`src/rtl/alu_pkg.sv`:
```
// ALU control encodings carried in the low nibble of an instruction.
// Every 4-bit value is named so any instruction slice is a legal member.
package alu_pkg;

    typedef enum logic [3:0] {
        ALU_ADD   = 4'h0,
        ALU_SUB   = 4'h1,
        ALU_AND   = 4'h2,
        ALU_OR    = 4'h3,
        ALU_XOR   = 4'h4,
        ALU_NOT   = 4'h5,
        ALU_SHL   = 4'h6,
        ALU_SHR   = 4'h7,
        ALU_SRA   = 4'h8,
        ALU_ROL   = 4'h9,
        ALU_ROR   = 4'hA,
        ALU_SLT   = 4'hB,
        ALU_SLTU  = 4'hC,
        ALU_PASSA = 4'hD,
        ALU_PASSB = 4'hE,
        ALU_NOP   = 4'hF
    } control_e;

endpackage

```
`src/rtl/types_pkg.sv`:
```
// Shared fetch-side types: PC width, bubble encoding, opcode slice, FSM states.
// Imported by the fetch stage and its skid buffer.
package types_pkg;

    localparam int PC_W = 16;

    localparam logic [15:0] BUBBLE_INSTR = 16'h0000;

    typedef logic [3:0] opcode_t;

    typedef enum logic [1:0] {
        FETCH  = 2'd0,
        HOLD   = 2'd1,
        HALTED = 2'd2
    } fetch_state_e;

endpackage

```
`src/rtl/fetch_skid_buf.sv`:
```
// One-entry skid buffer holding a fetched word that decode could not take.
// Clear wins over load; drain empties the entry after its contents are used.
module fetch_skid_buf
    import types_pkg::*;
(
    input  logic            clk,
    input  logic            rst,
    input  logic            i_load,
    input  logic            i_drain,
    input  logic            i_clear,
    input  logic [15:0]     i_instr,
    input  logic [PC_W-1:0] i_pc,
    output logic            o_valid,
    output logic [15:0]     o_instr,
    output logic [PC_W-1:0] o_pc
);

    logic            r_valid;
    logic [15:0]     r_instr;
    logic [PC_W-1:0] r_pc;

    // Capture, drain or discard the single buffered entry.
    always_ff @(posedge clk or posedge rst) begin
        if (rst) begin
            r_valid <= 1'b0;
            r_instr <= BUBBLE_INSTR;
            r_pc    <= '0;
        end else if (i_clear || i_drain) begin
            r_valid <= 1'b0;
        end else if (i_load) begin
            r_valid <= 1'b1;
            r_instr <= i_instr;
            r_pc    <= i_pc;
        end
    end

    assign o_valid = r_valid;
    assign o_instr = r_instr;
    assign o_pc    = r_pc;

endmodule

```
`src/rtl/fetch_stage.sv`:
```
// Instruction fetch stage: PC, IF/ID register and request FSM.
// A stalled ack parks in the skid buffer so no fetched word is lost.
module fetch_stage
    import types_pkg::*;
#(
    parameter logic [PC_W-1:0] RESET_PC = 16'h0000,
    parameter logic [PC_W-1:0] PC_STEP  = 16'd2
) (
    input  logic               clk,
    input  logic               rst,
    output logic               imem_req,
    output logic [PC_W-1:0]    imem_addr,
    input  logic [15:0]        imem_rdata,
    input  logic               imem_ack,
    input  logic               stall,
    input  logic               redirect,
    input  logic [PC_W-1:0]    redirect_pc,
    input  logic               halt_sys,
    output logic [15:0]        if_id_instr,
    output logic [PC_W-1:0]    if_id_pc,
    output logic               if_id_valid,
    output opcode_t            opcode,
    output alu_pkg::control_e  func,
    output logic               halted
);

    fetch_state_e    r_state;
    fetch_state_e    w_state_nxt;
    logic [PC_W-1:0] r_pc;
    logic [PC_W-1:0] w_pc_nxt;
    logic [15:0]     r_instr;
    logic [PC_W-1:0] r_ifpc;
    logic            r_valid;

    logic            w_ifid_ld;
    logic [15:0]     w_ld_instr;
    logic [PC_W-1:0] w_ld_pc;
    logic            w_bubble;
    logic            w_skid_ld;
    logic            w_skid_drain;
    logic            w_skid_clr;
    logic            w_skid_valid;
    logic [15:0]     w_skid_instr;
    logic [PC_W-1:0] w_skid_pc;

    fetch_skid_buf u_skid (
        .clk     (clk),
        .rst     (rst),
        .i_load  (w_skid_ld),
        .i_drain (w_skid_drain),
        .i_clear (w_skid_clr),
        .i_instr (imem_rdata),
        .i_pc    (r_pc),
        .o_valid (w_skid_valid),
        .o_instr (w_skid_instr),
        .o_pc    (w_skid_pc)
    );

    // FSM state register.
    always_ff @(posedge clk or posedge rst) begin
        if (rst) r_state <= FETCH;
        else     r_state <= w_state_nxt;
    end

    // Next state and datapath controls; halt beats redirect beats ack/stall.
    always_comb begin
        w_state_nxt  = r_state;
        w_pc_nxt     = r_pc;
        w_ifid_ld    = 1'b0;
        w_ld_instr   = imem_rdata;
        w_ld_pc      = r_pc;
        w_bubble     = 1'b0;
        w_skid_ld    = 1'b0;
        w_skid_drain = 1'b0;
        w_skid_clr   = 1'b0;
        if (r_state == HALTED) begin
            w_state_nxt = HALTED;
        end else if (halt_sys) begin
            w_state_nxt = HALTED;
            w_bubble    = 1'b1;
            w_skid_clr  = 1'b1;
        end else if (redirect) begin
            w_state_nxt = FETCH;
            w_pc_nxt    = redirect_pc;
            w_bubble    = 1'b1;
            w_skid_clr  = 1'b1;
        end else begin
            unique case (r_state)
                FETCH: begin
                    if (imem_ack && !stall) begin
                        w_ifid_ld = 1'b1;
                        w_pc_nxt  = r_pc + PC_STEP;
                    end else if (imem_ack) begin
                        w_skid_ld   = 1'b1;
                        w_state_nxt = HOLD;
                    end else if (!stall) begin
                        w_bubble = 1'b1;
                    end
                end
                HOLD: begin
                    if (!stall && w_skid_valid) begin
                        w_ifid_ld    = 1'b1;
                        w_ld_instr   = w_skid_instr;
                        w_ld_pc      = w_skid_pc;
                        w_skid_drain = 1'b1;
                        w_pc_nxt     = r_pc + PC_STEP;
                        w_state_nxt  = FETCH;
                    end
                end
                default: w_state_nxt = FETCH;
            endcase
        end
    end

    // PC and IF/ID register updates.
    always_ff @(posedge clk or posedge rst) begin
        if (rst) begin
            r_pc    <= RESET_PC;
            r_instr <= BUBBLE_INSTR;
            r_ifpc  <= '0;
            r_valid <= 1'b0;
        end else begin
            r_pc <= w_pc_nxt;
            if (w_ifid_ld) begin
                r_instr <= w_ld_instr;
                r_ifpc  <= w_ld_pc;
                r_valid <= 1'b1;
            end else if (w_bubble) begin
                r_instr <= BUBBLE_INSTR;
                r_valid <= 1'b0;
            end
        end
    end

    assign imem_req    = (r_state == FETCH);
    assign imem_addr   = r_pc;
    assign if_id_instr = r_instr;
    assign if_id_pc    = r_ifpc;
    assign if_id_valid = r_valid;
    assign opcode      = opcode_t'(r_instr[15:12]);
    assign func        = alu_pkg::control_e'(r_instr[3:0]);
    assign halted      = (r_state == HALTED);

endmodule

```
`config.mk`:
```
export PLATFORM = sky130hd
export DESIGN_NAME = fetch_stage
export DESIGN_NICKNAME = d
export VERILOG_FILES = /design/src/rtl/alu_pkg.sv /design/src/rtl/types_pkg.sv /design/src/rtl/fetch_skid_buf.sv /design/src/rtl/fetch_stage.sv
export SDC_FILE = /design/constraint.sdc
export NUM_CORES = 1
export LEC_CHECK = 0
export CAP_MARGIN = 5
export CORE_MARGIN = 4
export CORE_UTILIZATION = 55
export CTS_BUF_LIST = sky130_fd_sc_hd__clkbuf_4
export CTS_CLUSTER_DIAMETER = 30
export CTS_CLUSTER_SIZE = 28
export DETAILED_ROUTE_END_ITERATION = 7
export DONT_BUFFER_PORTS = 1
export PLACE_DENSITY = 0.7
export SKIP_LAST_GASP = 1
export SYNTH_ARGS = -nofsm -noshare
export SYNTH_HDL_FRONTEND = slang
export SYNTH_SLANG_ARGS = --single-unit
```
`constraint.sdc`:
```
create_clock -name clk -period 3.8 [get_ports clk]
set_input_delay 1.14 -clock clk [delete_from_list [all_inputs] [get_ports clk]]
set_output_delay 1.14 -clock clk [all_outputs]
set_load 0.02 [all_outputs]
```
==> results_dict.tcl, run 1 <==
set metrics [dict create \
    status "finished, final reports clean" \
    fin_nets 386 \
    worst_path_max_delay_cell "dfrtp_1" \
    async_reset_ff_share_pct 100 \
    post_cts_resized 0 \
    peakVddDrop_v 0.000213 \
    grt_max_degree 50 \
    rows 30 \
    clk_latency_ps 420 \
    rsz0062_at_grt "false" \
    synth_cell_type_count 35 \
    cts_tree "done" \
    vias 2600 \
    clk_path_buf_depth 2 \
    p_leak_nw 1.78 \
    synth_edf_count 0 \
    finalHoldViolCount 0 \
    first_pass_iters 7 \
    synth_nets 399 \
    grtUsageTotal_pct 19.0 \
    antenna_cells 0 \
    die_h_um 92.2 \
    drtIter0Drc 99 \
    wl_per_cell_um 17.2 \
    max_freq_ghz 0.394 \
    drt_wl_total_mm 7.67 \
    worstPathMaxFanout 6 \
    fin_worst_skew_ps 20.9 \
    layout_commonest_cell "dfrtp_1" \
    place_congestion 0.798 \
    cpPeakStageDelay_ps 460 \
    path_class "register to primary output" \
    area_delta_synth_final_pct 3.33 \
    syn_area_per_cell_um2 10.8 \
    cp.required_ps 2660 \
    clkTransAtPathRegs_ps 120 \
    post-dp-hpwl_mm 5.35 \
    synth_top_area_cell "dfrtp_1" \
    via_per_inst 5.82 \
    dieArea_um2 8510 \
    cts.sinks 84 \
    grt_remaining_overflow 0 \
    cts_inserted_buffers 9 \
    hold-worst-slack_ps 518 \
    maxSlewViolCount 0 \
    dp_cells 432 \
    min_period_over_period_pct 66.8 \
    synth_cells 360 \
    remaining_drc_errors 0 \
    most-common-layout-cells "84 x dfrtp_1, 49 x nand2_1, 36 x o21ai_0" \
    netlist.area_leader.share_pct 53.9 \
    layout-drive-gt1-share_pct 17.7 \
    ys_seq_elements 84 \
    max_cap_violations 0 \
    yosys_warnings 0 \
    worst_pin_slew_ps 813 \
    syn_area_um2 3900 \
    p_per_area_nw_per_um2 396 \
    initial_core_util_pct 57.1 \
    grt_pass1_vias 2617 \
    htree_levels 3 \
    clockRootBuffer "clkbuf_4" \
    ios 97 \
    final-setup-viol-count 0 \
    layout.cells.non_filler 447 \
    setup_tns_ps 0 \
    start_kind "register" \
    grt_pass1_wl_mm 12.8 \
    crit_arrival_ps 1400 \
    min_period_ps 2540 \
    die_w_um 92.2 \
    port_buffers 0 \
    ys.flop_type "dfrtp_1" \
    cts_setup_buffers 0 \
    core_um2 6830 \
    endpoint_kind "primary output" \
    utilization_pct 59.0 \
    slew-limit-headroom_pct 45.8 \
    synth-seq-area-share_pct 53.9 \
    path_cells "inv_1, nor2_1" \
    fill_cells 597 \
    grt_antenna_before_repair 0 \
    postRouteAntennaNets 0 \
    synth_area_leaders "dfrtp_1 54%, mux2_2 9.5%, mux2i_1 9.0%, nand2_1 4.7%, o21ai_0 4.6%" \
    hold_buffers 0 \
    hold_path_class "register to register" \
]
## flip-flops by register name, indices dropped and copies added (netlist names)
signal          count
if_id_pc           16
r_state             2
u_skid.o_pc        16
u_skid.o_instr     16
u_skid.o_valid      1
if_id_instr        16
if_id_valid         1
imem_addr          16
## cell usage after synthesis, types with 5 or more instances
cell,n
mux2_2,33
dfrtp_1,84
o22ai_1,5
a22o_1,5
nand3_1,8
buf_4,8
o21ai_1,9
nor2_1,11
clkbuf_1,6
nand2_1,49
buf_2,12
a21oi_1,22
o21ai_0,36
mux2i_1,35
## final timing paths
kind	from	to	slack [ps]	cells after the start
max reg2reg	r_state[1]$_DFFE_PP0P_	u_skid.o_pc[1]$_DFFE_PP0P_	1760	3
min reg2reg	u_skid.o_pc[9]$_DFFE_PP0P_	u_skid.o_pc[9]$_DFFE_PP0P_	520	1
max in group asynchronous	rst	if_id_instr[6]$_DFFE_PP0P_	2380	2
max	r_state[1]$_DFFE_PP0P_	halted	1260	2
min in group asynchronous	rst	u_skid.o_instr[11]$_DFFE_PP0P_	650	1
min	u_skid.o_pc[9]$_DFFE_PP0P_	u_skid.o_pc[9]$_DFFE_PP0P_	520	1
## cell families (layout without fill, tap and decap cells)
family / count (synthesis) / in the layout / synth area share, %
DFF: 84 / 84 / 53.9
muxes: 68 / 68 / 18.5
AOI/OAI and AO/OA: 89 / 89 / 13.0
and+or+nand+nor: 83 / 83 / 9.33
buffers and inverters: 35 / 26 / 4.94
adders and majority gates: 1 / 1 / 0.321
## cell type report
class | count | area [um2] | area share [%]
clock buffers | 10 | 75.1 | 1.86
clock inverters | 5 | 53.8 | 1.33
inverters | 5 | 20.0 | 0.496
multi-input cells | 241 | 1620 | 40.1
flip-flops and latches | 84 | 2100 | 52.1
well taps | 96 | 120 | 2.98
repair buffers | 6 | 45.0 | 1.12
## metal layers
| layer | part of all wire (%) | GRT usage, % |
|---|---|---|
| met1 | 45 | 24.4 |
| met2 | 46 | 29.6 |
| met3 | 8.5 | 6.97 |
| met4 | 1.1 | 7.18 |
| met5 | 0 | 0 |
## critical path, delay by kind of cell (launching register included)
kind | cells | cell delay [ps]
buf+inv | 1 | 100
simple gates | 1 | 430
flops | 1 | 460
## stage by stage
stage / total power [mW] / setup slack [ps] / cell area (um2)
floorplan: 1.10 / 495 / 3900
global placement: 1.13 / 1160 / 3900
detailed placement: 1.13 / 1110 / 3900
CTS: 1.62 / 1240 / 4030
global route: 1.68 / 1140 / 4030
finish: 1.60 / 1260 / 4030
## where the power goes
group          total (mW)  switching, mW  internal (mW)  leakage (nW)
sequential           1.02         0.0918          0.929          1.15
combinational      0.0930         0.0510         0.0420         0.555
clock               0.485          0.282          0.203        0.0760
Note: power is estimated with default switching activity, not from simulation.
==> inputs of run 2 (changes only) <==
Clock period 3.8 ns to 2.4 ns, I/O delays scaled along.
==> results_dict.tcl, run 2 (synthesized netlist as in run 1, its figures left out) <==
set metrics [dict create \
    clkTransAtPathRegs_ps 120 \
    rsz0062_at_grt "false" \
    endpoint_kind "primary output" \
    fill_cells 605 \
    port_buffers 0 \
    worstPathMaxFanout 6 \
    final-setup-viol-count 0 \
    vias 2604 \
    most-common-layout-cells "84 x dfrtp_1, 49 x nand2_1, 36 x o21ai_0" \
    maxSlewViolCount 0 \
    met1_usage_pct 24.1 \
    fin_nets 390 \
    postRouteAntennaNets 0 \
    hold-worst-slack_ps 262 \
    worst_pin_slew_ps 509 \
    cp.required_ps 1680 \
    path_class "register to primary output" \
    post_cts_resized 0 \
    core_um2 6830 \
    cts_setup_buffers 0 \
    status "finished, final reports clean" \
    p_leak_nw 1.79 \
    via_per_inst 5.77 \
    hold_buffers 0 \
    min_period_over_period_pct 86.5 \
    cts_tree "done" \
    drt_wl_total_mm 7.81 \
    hold_path_class "primary input to asynchronous set/reset pin" \
    cts.sinks 84 \
    ios 97 \
    grt_max_degree 62 \
    worst_path_max_delay_cell "dfrtp_1" \
    grt_pass1_wl_mm 12.9 \
    layout-drive-gt1-share_pct 18.3 \
    crit_arrival_ps 1360 \
    clk_path_buf_depth 2 \
    finalHoldViolCount 0 \
    remaining_drc_errors 0 \
    gr-usage-met2_pct 30.8 \
    die_w_um 92.2 \
    first_pass_iters 4 \
    setup_tns_ps 0 \
    dieArea_um2 8510 \
    grt_pass1_vias 2556 \
    multi_input_area_um2 1620 \
    peakVddDrop_v 0.000349 \
    grt_most_used_layer "met2" \
    max_freq_ghz 0.482 \
    grt_remaining_overflow 0 \
    slew-limit-headroom_pct 66.0 \
    htree_levels 3 \
    min_period_ps 2080 \
    area_delta_synth_final_pct 4.49 \
    regArea_um2 2100 \
    grtUsageTotal_pct 19.4 \
    grt_antenna_before_repair 0 \
    place_congestion 0.803 \
    rows 30 \
    post-dp-hpwl_mm 5.35 \
    cpPeakStageDelay_ps 450 \
    wl_per_cell_um 17.3 \
    initial_core_util_pct 57.1 \
    startpoint "r_state[1]$_DFFE_PP0P_" \
    clockRootBuffer "clkbuf_4" \
    p_per_area_nw_per_um2 624 \
    drtIter0Drc 108 \
    path_cells "inv_1, nor2_1" \
    antenna_cells 0 \
    met3_usage_pct 7.47 \
    start_kind "register" \
    die_h_um 92.2 \
    clk_latency_ps 410 \
    max_cap_violations 0 \
    layout_commonest_cell "dfrtp_1" \
    cts_inserted_buffers 9 \
    r2r_start "imem_addr[1]$_DFFE_PP0P_" \
    fin_worst_skew_ps 16.0 \
]
## run 2: cell count changes in the layout (fill, tap and decap cells not counted)
| cell | change |
|---|---|
| clkinvlp_4 | +3 |
| clkinv_1 | +1 |
| buf_12 | +1 |
| clkinv_2 | -3 |
| buf_4 | +3 |
| clkinv_4 | -1 |
## run 2: critical path, delay by kind of cell, from the launching register on
family                 cells  cell delay [ps]
buffers and inverters      1               90
DFF                        1              450
and+or+nand+nor            1              420
## run 2: cell type report
cell class,instances,area share (%)
clock inverter,5,1.32
clock buffer,10,1.84
sequential,84,51.5
timing repair buffer,10,2.15
multi-input combinational,241,39.6
inverter,5,0.552
tap,96,2.95
## run 2: final timing paths
path | slack, ps | end | depth (start not counted)
worst min register to register | 520 | u_skid.o_instr[5]$_DFFE_PP0P_ | 1
worst max register to register | 400 | imem_addr[13]$_DFFE_PP0P_ | 6
worst min-delay path | 260 | if_id_instr[5]$_DFFE_PP0P_ | 2
max in group asynchronous | 1880 | u_skid.o_pc[0]$_DFFE_PP0P_ | 2
min in group clk | 430 | imem_addr[1]$_DFFE_PP0P_ | 2
worst max-delay path | 320 | halted | 2
## run 2: power breakdown
group	leakage [nW]	total (mW)	internal, mW	switching (mW)
combinational	0.577	0.151	0.0708	0.0797
clock	0.0659	0.778	0.319	0.458
sequential	1.15	1.62	1.47	0.147
## run 2: stage by stage
step	cells	total power, mW	cell area [um2]	util [%]	worst slack (ps)
floorplan	360	1.75	3910	-	459
global placement	436	1.79	3950	57.8	377
detailed placement	436	1.80	3950	57.8	347
CTS	451	2.58	4080	59.7	290
global route	451	2.69	4080	59.7	152
finish	451	2.55	4080	59.7	324
## run 2: layer usage
| metal | up-vias | part of all wire, % |
|---|---|---|
| li1 | 1256 | - |
| met4 | 0 | 1.4 |
| met5 | - | 0 |
| met3 | 9 | 8.0 |
| met2 | 84 | 47 |
| met1 | 1255 | 44 |
==> inputs of run 3 (changes only) <==
Settings changed: GPL_TIMING_DRIVEN from default to 0.
==> results_dict.tcl, run 3 (synthesized netlist as in run 1, its figures left out) <==
set metrics [dict create \
    cp.required_ps 1680 \
    fill_cells 613 \
    layout-drive-gt1-share_pct 20.9 \
    start_kind "register" \
    dieArea_um2 8510 \
    final_area_um2 4250 \
    rr_worst_depth 6 \
    vias 2758 \
    multi_input_area_um2 1610 \
    grt_antenna_before_repair 0 \
    grtUsageTotal_pct 21.6 \
    core_um2 6830 \
    p_leak_nw 1.92 \
    crit_arrival_ps 1400 \
    grt_pass1_vias 2685 \
    min_period_ps 2120 \
    final-setup-viol-count 0 \
    place_congestion 0.860 \
    rsz0062_at_grt "false" \
    remaining_drc_errors 0 \
    maxSlewViolCount 0 \
    min_period_over_period_pct 88.2 \
    clockRootBuffer "clkbuf_4" \
    clk_path_buf_depth 2 \
    post_cts_resized 0 \
    fin_worst_skew_ps 16.7 \
    cts_inserted_buffers 9 \
    die_h_um 92.2 \
    postRouteAntennaNets 0 \
    drtIter0Drc 102 \
    ios 97 \
    initial_core_util_pct 57.1 \
    endpoint_kind "primary output" \
    via_per_inst 5.82 \
    status "finished, final reports clean" \
    grt_max_degree 40 \
    layout_commonest_cell "dfrtp_1" \
    worst_pin_slew_ps 705 \
    max_cap_violations 0 \
    worstPathMaxFanout 10 \
    p_per_area_nw_per_um2 663 \
    die_w_um 92.2 \
    regArea_um2 2100 \
    post-dp-hpwl_mm 6.31 \
    first_pass_iters 4 \
    max_freq_ghz 0.472 \
    utilization_pct 62.3 \
    setup_tns_ps 0 \
    port_buffers 0 \
    place_area_um2 4070 \
    htree_levels 3 \
    peakVddDrop_v 0.000446 \
    cts_tree "done" \
    path_class "register to primary output" \
    most-common-layout-cells "84 x dfrtp_1, 49 x nand2_1, 36 x o21ai_0" \
    area_delta_synth_final_pct 9.01 \
    antenna_cells 0 \
    cts_setup_buffers 0 \
    grt_pass1_wl_mm 14.2 \
    gr-usage-met2_pct 32.9 \
    hold_path_class "primary input to asynchronous set/reset pin" \
    slew-limit-headroom_pct 52.7 \
    met3_usage_pct 6.81 \
    clk_latency_ps 440 \
    fin_nets 412 \
    clkTransAtPathRegs_ps 140 \
    grt_remaining_overflow 0 \
    grt_most_used_layer "met2" \
    hold_buffers 0 \
    wl_per_cell_um 18.3 \
    cts.sinks 84 \
    met1_usage_pct 28.7 \
    drt_wl_total_mm 8.69 \
    finalHoldViolCount 0 \
    rows 30 \
]
[run 3: stage by stage]
| stage | worst slack, ps | hold slack (ps) | power, mW | std cells |
|---|---|---|---|---|
| after floorplan | 459 | 480 | 1.75 | 360 |
| after global placement | 195 | 489 | 1.80 | 456 |
| after detailed placement | 180 | 496 | 1.82 | 458 |
| after CTS | 261 | 91.2 | 2.84 | 474 |
| after global routing | 177 | 82.7 | 2.95 | 474 |
| final | 283 | 104 | 2.82 | 474 |
[run 3: path summary, 6_finish.rpt]
| check | from | endpoint | slack [ps] |
|---|---|---|---|
| worst min-delay path | rst | if_id_instr[12]$_DFFE_PP0P_ | 100 |
| min in group clk | imem_ack | r_state[0]$_DFFE_PP0P_ | 410 |
| worst max register to register | r_state[0]$_DFFE_PP0P_ | if_id_instr[6]$_DFFE_PP0P_ | 370 |
| worst max-delay path | r_state[0]$_DFFE_PP0P_ | halted | 280 |
| max in group asynchronous | rst | u_skid.o_pc[1]$_DFFE_PP0P_ | 1780 |
| worst min register to register | u_skid.o_instr[9]$_DFFE_PP0P_ | u_skid.o_instr[9]$_DFFE_PP0P_ | 520 |
[run 3: layout make-up]
cell class | count | area share [%]
clock buffers | 10 | 1.76
multi-input cells | 241 | 37.8
clock inverters | 6 | 2.65
inverters | 5 | 0.529
well taps | 96 | 2.82
flip-flops and latches | 84 | 49.4
plain buffers | 30 | 4.09
repair buffers | 2 | 0.941
[run 3: per-layer routing]
layer  vias up  part of all wire [%]
met5         -                     0
met4         0                   1.9
met3        15                   8.0
met2        93                    48
met1      1358                    42
li1       1292                     -
[run 3: worst max-delay path, cell delays in order, from the launching register on]
cell     delay (ps)
dfrtp_1         400
buf_2           170
nor2_1          400
[run 3: where the power goes]
group	total (mW)	internal, mW	switching, mW
Combinational	0.175	0.0777	0.0970
Sequential	1.61	1.47	0.139
Clock	1.04	0.541	0.494
